## src/rtl/accumulator_addsub_sat_nbit_pkg.sv

```systemverilog
// Shared opcode and mode encodings for the add/sub saturating accumulator.
package accumulator_addsub_sat_nbit_pkg;

    localparam logic OP_ADD        = 1'b0;
    localparam logic OP_SUB        = 1'b1;

    localparam logic MODE_UNSIGNED = 1'b0;
    localparam logic MODE_SIGNED   = 1'b1;

    localparam logic MODE_WRAP     = 1'b0;
    localparam logic MODE_SAT      = 1'b1;

endpackage

```

## src/rtl/accumulator_addsub_sat_nbit_addsub.sv

```systemverilog
// Combinational N-bit add/sub with overflow detection and optional clamping.
// Works on N+1 bits so the top bit doubles as unsigned carry/borrow.
module addsub_sat_nbit
    import accumulator_addsub_sat_nbit_pkg::*;
#(
    parameter int N = 8
) (
    input  logic [N-1:0] acc,
    input  logic [N-1:0] a,
    input  logic         sub,
    input  logic         is_signed,
    input  logic         sat,
    output logic [N-1:0] res,
    output logic         ovf
);

    // Clamp value on overflow: unsigned pins to the rail in the direction of
    // travel; signed pins to the rail matching the accumulator's sign.
    function automatic logic [N-1:0] sat_value(input logic sgn, input logic is_sub,
                                               input logic acc_msb);
        logic [N-1:0] v;
        if (sgn == MODE_SIGNED)
            v = acc_msb ? {1'b1, {(N-1){1'b0}}} : {1'b0, {(N-1){1'b1}}};
        else
            v = (is_sub == OP_SUB) ? {N{1'b0}} : {N{1'b1}};
        return v;
    endfunction

    logic [N:0]   sum_ext;
    logic [N-1:0] wrap_res;
    logic         ovf_u;
    logic         ovf_s;

    // Raw sum/difference, overflow classification and output selection.
    always_comb begin
        sum_ext  = (sub == OP_SUB) ? ({1'b0, acc} - {1'b0, a})
                                   : ({1'b0, acc} + {1'b0, a});
        wrap_res = sum_ext[N-1:0];
        // Bit N is carry-out on add and borrow (acc < a) on sub.
        ovf_u    = sum_ext[N];
        if (sub == OP_SUB)
            ovf_s = (acc[N-1] != a[N-1]) && (wrap_res[N-1] != acc[N-1]);
        else
            ovf_s = (acc[N-1] == a[N-1]) && (wrap_res[N-1] != acc[N-1]);
        ovf = (is_signed == MODE_SIGNED) ? ovf_s : ovf_u;
        if (sat == MODE_SAT && ovf)
            res = sat_value(is_signed, sub, acc[N-1]);
        else
            res = wrap_res;
    end

endmodule

```

## src/rtl/accumulator_addsub_sat_nbit.sv

```systemverilog
// Two-stage running accumulator: input register stage, then accumulate stage
// with per-op overflow, sticky overflow and a saturating op counter.
module accumulator_addsub_sat_nbit
    import accumulator_addsub_sat_nbit_pkg::*;
#(
    parameter int N     = 8,
    parameter int CNT_W = 8
) (
    input  logic             i_clk,
    input  logic             i_rst,
    input  logic             i_valid,
    input  logic [N-1:0]     i_A,
    input  logic             i_addsub,
    input  logic             i_signed,
    input  logic             i_sat,
    input  logic             i_clr,
    output logic [N-1:0]     o_S,
    output logic             o_valid,
    output logic             o_overflow,
    output logic             o_ovf_stky,
    output logic [CNT_W-1:0] o_count
);

    logic [N-1:0] a_p1;
    logic         sub_p1;
    logic         sgn_p1;
    logic         sat_p1;
    logic         vld_p1;

    logic [N-1:0] res_p1;
    logic         ovf_p1;

    // Stage 1: operand and mode bits registered together so mode changes
    // only affect ops launched after the change.
    always_ff @(posedge i_clk or negedge i_rst) begin
        if (!i_rst) begin
            a_p1   <= '0;
            sub_p1 <= OP_ADD;
            sgn_p1 <= MODE_UNSIGNED;
            sat_p1 <= MODE_WRAP;
            vld_p1 <= 1'b0;
        end else if (i_clr) begin
            vld_p1 <= 1'b0;
        end else begin
            vld_p1 <= i_valid;
            if (i_valid) begin
                a_p1   <= i_A;
                sub_p1 <= i_addsub;
                sgn_p1 <= i_signed;
                sat_p1 <= i_sat;
            end
        end
    end

    addsub_sat_nbit #(.N(N)) u_addsub (
        .acc       (o_S),
        .a         (a_p1),
        .sub       (sub_p1),
        .is_signed (sgn_p1),
        .sat       (sat_p1),
        .res       (res_p1),
        .ovf       (ovf_p1)
    );

    // Stage 2: accumulate, update flags and count accepted ops.
    always_ff @(posedge i_clk or negedge i_rst) begin
        if (!i_rst) begin
            o_S        <= '0;
            o_valid    <= 1'b0;
            o_overflow <= 1'b0;
            o_ovf_stky <= 1'b0;
            o_count    <= '0;
        end else if (i_clr) begin
            o_S        <= '0;
            o_valid    <= 1'b0;
            o_overflow <= 1'b0;
            o_ovf_stky <= 1'b0;
            o_count    <= '0;
        end else if (vld_p1) begin
            o_S        <= res_p1;
            o_valid    <= 1'b1;
            o_overflow <= ovf_p1;
            o_ovf_stky <= o_ovf_stky | ovf_p1;
            if (o_count != {CNT_W{1'b1}})
                o_count <= o_count + {{(CNT_W-1){1'b0}}, 1'b1};
        end else begin
            o_valid    <= 1'b0;
        end
    end

endmodule
```

## config.mk

```make
export PLATFORM = sky130hd
export DESIGN_NAME = accumulator_addsub_sat_nbit
export DESIGN_NICKNAME = d
export VERILOG_FILES = /design/src/rtl/accumulator_addsub_sat_nbit_pkg.sv /design/src/rtl/accumulator_addsub_sat_nbit_addsub.sv /design/src/rtl/accumulator_addsub_sat_nbit.sv
export SDC_FILE = /design/constraint.sdc
export NUM_CORES = 1
export LEC_CHECK = 0
export ABC_CLOCK_PERIOD_IN_PS = 3400
export CAP_MARGIN = 20
export CORE_MARGIN = 1
export CORE_UTILIZATION = 40
export DETAILED_ROUTE_END_ITERATION = 12
export GPL_TIMING_DRIVEN = 0
export PLACE_DENSITY_LB_ADDON = 0.05
export SLEW_MARGIN = 40
export SYNTH_ARGS = -nofsm -noshare
export SYNTH_HDL_FRONTEND = slang
export SYNTH_SLANG_ARGS = --single-unit
```

## constraint.sdc

```tcl
create_clock -name i_clk -period 3.4 [get_ports i_clk]
set_clock_uncertainty 0.2 [all_clocks]
set_input_delay 0.68 -clock i_clk [delete_from_list [all_inputs] [get_ports i_clk]]
set_output_delay 0.68 -clock i_clk [all_outputs]
set_load 0.01 [all_outputs]
```

# After elaboration in Yosys (flattened, before gate mapping)

Index checks and enable logic that the tools add are counted.

Output and inout port bits: 19
Register bits: 31
Word-level logic and storage cells: 45
Input port bits: 15

Reductions and logical operators: 7
Equality and inequality tests: 4
$add $sub $neg: 3
Multiplexer cells: 19
Bitwise operators: 2

Operators by type and width:

| cell                                        | number |
|---|---|
| two-way mux 8 bit                           | 9 |
| adder 8 x 8 -> 9 bit                        | 1 |
| two-way mux 1 bit                           | 9 |
| two-way mux 9 bit                           | 1 |
| subtractor 8 x 8 -> 9 bit                   | 1 |
| adder 8 x 1 -> 8 bit, second input constant | 1 |
| != test 8 bit, second input constant        | 1 |
| AND reduction 2 bit                         | 2 |
| nonzero test 2 bit                          | 2 |
| logical AND 1 bit                           | 3 |
| != test 1 bit                               | 2 |
| equality test 1 bit                         | 1 |
| inverter 1 bit                              | 1 |
| OR 1 bit                                    | 1 |

# Longest topological paths before layout

Depth after elaboration: 10
Gate-level depth with buffers: 11
Gate-level depth less buffers: 11

# Modules after synthesis

A second synthesis with hierarchy kept.

Cell total of the unflattened synthesis: 212
Area, all modules: 2069.5 um^2

By module, submodules not included:

| module                      | seq. area each (um^2) | cells an instance | times used | area each (um^2) |
|---|---|---|---|---|
| accumulator_addsub_sat_nbit | 775.7                 | 108               | 1          | 1325.0 |
| addsub_sat_nbit             | 0.0                   | 104               | 1          | 744.5 |

# Worst setup path before layout

OpenSTA, ideal clock, no wires.

Path kind: reg-to-reg
Start point: register a_p1[3]
End point: register o_S[0]
Setup time: 127 ps
Cell stages (with the launch flop): 11
Path buffers: 0
Setup slack: 377 ps
Period minus slack after synthesis: 3023 ps
Arrival: 2696 ps
Required time: 3073 ps
Path through: dfrtp_1 -> nor2_1 -> a31oi_1 -> xnor2_1 -> ha_1 -> or4_1 -> a21oi_1 -> a21o_2 -> o21ai_2 -> o211a_4 -> a221o_2

Longest elaborated chain between the ends: 10
Elaborated cells on any way between the ends: 12
Those cells by class: 2 x add/sub; 1 x eq/ne; 6 x mux; 3 x reduce/logical

RTL lines:

| element                                                           | RTL line                                                                           | RTL |
|---|---|---|
| from (decl)                                                       | accumulator_addsub_sat_nbit.sv:24                                                  | `logic [N-1:0] a_p1;` |
| from (signal assigned)                                            | accumulator_addsub_sat_nbit.sv:47                                                  | `a_p1 <= i_A;` |
| adder 8 x 8 -> 9 bit or subtractor 8 x 8 -> 9 bit (tied branches) | accumulator_addsub_sat_nbit_addsub.sv:37, accumulator_addsub_sat_nbit_addsub.sv:36 |  |
| two-way mux 9 bit *                                               | accumulator_addsub_sat_nbit_addsub.sv:36                                           | `sum_ext = (sub == OP_SUB) ? ({1'b0, acc} - {1'b0, a})` |
| != test 1 bit                                                     | accumulator_addsub_sat_nbit_addsub.sv:42, accumulator_addsub_sat_nbit_addsub.sv:44 |  |
| logical AND 1 bit, on equally long branches                       | accumulator_addsub_sat_nbit_addsub.sv:44, accumulator_addsub_sat_nbit_addsub.sv:42 |  |
| two-way mux 1 bit                                                 | accumulator_addsub_sat_nbit_addsub.sv:41                                           | `if (sub == OP_SUB)` |
| two-way mux 1 bit *                                               | accumulator_addsub_sat_nbit_addsub.sv:45                                           | `ovf = (is_signed == MODE_SIGNED) ? ovf_s : ovf_u;` |
| logical AND 1 bit *                                               | accumulator_addsub_sat_nbit_addsub.sv:46                                           | `if (sat == MODE_SAT && ovf)` |
| two-way mux 8 bit *                                               | accumulator_addsub_sat_nbit_addsub.sv:46                                           |  |
| two-way mux 8 bit *                                               | accumulator_addsub_sat_nbit.sv:79                                                  | `end else if (vld_p1) begin` |
| two-way mux 8 bit *                                               | accumulator_addsub_sat_nbit.sv:73                                                  | `end else if (i_clr) begin` |
| to (signal assigned)                                              | accumulator_addsub_sat_nbit.sv:80                                                  | `o_S <= res_p1;` |
| to (decl)                                                         | accumulator_addsub_sat_nbit.sv:17                                                  | `output logic [N-1:0] o_S,` |

Every way passes the cells marked *; elsewhere a longest branch is shown, timed or not. The select of a mux whose other input is x is not followed.
A chain may end at the register's enable or synchronous reset.

# Worst setup path after layout

Ends and elaborated chain as after synthesis.

==> results.sh <==
export IMPL_p_per_area_nw_per_um2=575
export IMPL_core_area_um2=4500
export IMPL_port_buffers=33
export IMPL_rsz0062_at_grt="no"
export IMPL_yosys_area_share_simple_pct=15.6
export IMPL_ff2ff_setup_slack_ns=0.20
export IMPL_cp_slowest_cell="or4_1"
export IMPL_start_kind="flop"
export IMPL_fill_cells=416
export IMPL_wirelength_mm=4.18
export IMPL_layout_area_seq_um2=776
export IMPL_cp_arrival_ns=3.17
export IMPL_peakVddDrop_mv=0.223
export IMPL_dr_pass1_iters=4
export IMPL_path_cells="nor2_2, a31oi_1, xnor2_1, ha_1, or4_1, a21oi_1, a21o_2, o21ai_2, o211a_4, a221o_2"
export IMPL_multiInputGateArea_um2=1110
export IMPL_antenna_cells=0
export IMPL_rows=24
export IMPL_drt_drc_violations_left=0
export IMPL_cts_root_buf="clkbuf_8"
export IMPL_slew_limit_headroom_pct=53.1
export IMPL_antenna_found_initial=0
export IMPL_cp_top_family="compound AO/OA/AOI/OAI gates"
export IMPL_synth_top_area_share_pct=40.1
export IMPL_period_needed_ns=3.20
export IMPL_initial_core_util_pct=43.0
export IMPL_cts_buffers_inserted=5
export IMPL_max_cap_violations=0
export IMPL_nets=263
export IMPL_synth_area_um2=1940
export IMPL_worstMarginPinSlew_ns=0.704
export IMPL_cts_tree="built"
export IMPL_dp_hpwl_mm=3.18
export IMPL_required_ns=3.36
export IMPL_via_per_inst=5.48
export IMPL_post_route_period_util_pct=94.3
export IMPL_grt_pass1_vias=1545
export IMPL_synth_area_leader_cell="dfrtp_1"
export IMPL_grt_pass1_wl_mm=7.35
export IMPL_routedWlPerCell_um=14.4
export IMPL_grt_total_usage_pct=18.8
export IMPL_r2r_cells=10
export IMPL_worst_setup_path_type="reg -> reg"
export IMPL_fp_dieW_um=71.6
export IMPL_yosys_area_share_adder_pct=7.50
export IMPL_synth_top_family_by_area="compound AO/OA/AOI/OAI gates"
export IMPL_io_pins=34
export IMPL_fp_dieH_um=71.6
export IMPL_antenna_left=0
export IMPL_fmax_mhz=312
export IMPL_synth_compound_area_share_pct=21.1
export IMPL_htreeDepth=2
export IMPL_syn_inst=198
export IMPL_hold_viol=0
export IMPL_cts_sinks=31
export IMPL_grt_max_degree=32
export IMPL_worst_path_buf_inv=0
export IMPL_syn_avg_cell_area_um2=9.78
export IMPL_path_depth=10
export IMPL_yosys_register_bits=31
export IMPL_die_area_um2=5120
export IMPL_synth_xor_area_share_pct=7.69
export IMPL_vias=1590
export IMPL_maxSlewViolCount=0
export IMPL_cts_clk_slew_worst_paths_ns=0.06
export IMPL_place_congestion=0.887
export IMPL_outcome="finished, final reports clean"
export IMPL_syn_to_final_growth_pct=24.3
export IMPL_grt_overflow=0
export IMPL_hp_class="in -> async"
export IMPL_synth_yosys_seq_area_share_pct=40.1
export IMPL_dr_first_iter_drc_count=88
export IMPL_end_kind="flop"
export IMPL_worstPathMaxFanout=7
export IMPL_synth_nets=224
export IMPL_fin_hold_ws_ns=0.245
export IMPL_power_leakage_uw=0.00102
export IMPL_synthTopCellsByArea="dfrtp_1 (40%), ha_1 (6.5%), xnor2_1 (5.4%)"
export IMPL_yosysWarnings=0
export IMPL_setup_tns_ns=0
export IMPL_yosysUniqueCellTypes=40
export IMPL_synthMuxAreaShare_pct=5.24
export IMPL_total_power_uw=1380
export IMPL_final_layout_size_suffix_gt1_share_pct=12.2
export IMPL_slowest_delay_ns=0.52
export IMPL_clockBufferDepth=2
export IMPL_clk_latency_ns=0.28
export IMPL_setup_viol=0
[cells by family after synthesis]
family	after synthesis
buf+inv	14
xor+xnor	17
fa+ha+maj	11
mux	9
flops	31
simple gates	62
compound gates	54
[cells in the mapped netlist (all sizes together)]
library cell  count
dfrtp            31
nand2            16
nor2             15
a21oi            12
xnor2            12
ha               10
inv              10
o21ai            10
mux2              9
a221o             7
nand3             7
a31oi             5
nand2b            5
xor2              5
clkbuf            4
nor2b             4
nor3              4
o211ai            4
o21a              4
or3               4
a21o              2
nand4             2
nor4              2
o2111ai           2
o211a             2
a211o             1
a22oi             1
a2bb2oi           1
a31o              1
and2              1
fa                1
o22ai             1
o32ai             1
or2               1
or4               1
[cells in the final DEF (no fill, tap or decap), types with 2 or more instances in the layout]
master / Yosys / routed
a221o_1: 2 / 2
xor2_1: 5 / 5
inv_1: 10 / 10
nand4_1: 2 / 2
nand3_1: 7 / 7
o21ai_0: 9 / 9
nor2_1: 15 / 14
a31oi_1: 5 / 5
mux2_2: 9 / 9
o211ai_1: 4 / 4
o2111ai_1: 2 / 2
dfrtp_1: 31 / 31
clkbuf_8: 0 / 5
xnor2_1: 12 / 12
o21a_1: 4 / 4
or3_1: 3 / 3
nand2_1: 16 / 16
nor4_1: 2 / 2
a21oi_1: 12 / 12
clkbuf_1: 4 / 5
nor3_1: 4 / 4
clkdlybuf4s50_1: 0 / 32
nand2b_1: 5 / 5
nor2b_1: 4 / 4
ha_1: 10 / 10
a221o_2: 5 / 5
[power by group]
group | switching (uW) | internal (uW) | leakage (uW)
Combinational | 321 | 312 | 0.000573
Clock | 132 | 143 | 0.0000422
Sequential | 58.1 | 417 | 0.000404
[registers in the layout, indices dropped and copies added (netlist names)]
| signal | count |
|---|---|
| o_overflow | 1 |
| o_count | 8 |
| o_ovf_stky | 1 |
| sgn_p1 | 1 |
| o_valid | 1 |
| vld_p1 | 1 |
| sat_p1 | 1 |
| o_S | 8 |
| a_p1 | 8 |
| sub_p1 | 1 |
[final cells by class]
type	count	area share [%]
well taps	52	2.70
clock inverters	1	0.208
clock buffers	7	3.17
repair buffers	33	13.5
multi-input cells	153	46.1
flip-flops and latches	31	32.2
inverters	10	1.56
plain buffers	3	0.468
[worst paths after layout]
path | to | from
min | o_overflow | i_rst
min reg2reg | o_overflow | o_overflow
max in group asynchronous | a_p1[1] | i_rst
max | o_S[0] | a_p1[3]
max reg2reg | o_S[0] | a_p1[3]
min in group i_clk | o_overflow | o_overflow
[repair_timing]
action,in CTS,in global routing
buffers inserted,0,0
hold buffers,0,0
resized for setup,0,1
endpoints found under the setup margin,0,7
[worst register-to-register path: stages, from the launching register on]
cell,delay (ns)
dfrtp_1,0.42
nor2_2,0.23
a31oi_1,0.13
xnor2_1,0.15
ha_1,0.36
or4_1,0.52
a21oi_1,0.19
a21o_2,0.21
o21ai_2,0.06
o211a_4,0.28
a221o_2,0.34
[per-stage QoR]
step / area, um^2 / setup WS [ns] / cells / util (%)
final: 2410 / 0.195 / 290 / 53.4
after global routing: 2410 / 0.00650 / 290 / 53.4
after CTS: 2410 / 0.0884 / 291 / 53.4
after floorplan: 1940 / 0.377 / 198 / -
after global placement: 2330 / 0.154 / 283 / 51.7
after detailed placement: 2330 / 0.106 / 283 / 51.6
[per-layer routing]
layer | wire length [um] | up-vias | global-route usage [%]
li1 | - | 803 | -
met1 | 2090 | 749 | 25.9
met2 | 1890 | 32 | 29.6
met3 | 147 | 6 | 4.64
met4 | 47 | 0 | 5.23
met5 | 0 | - | 0
Power figures use the tool's default switching activity.
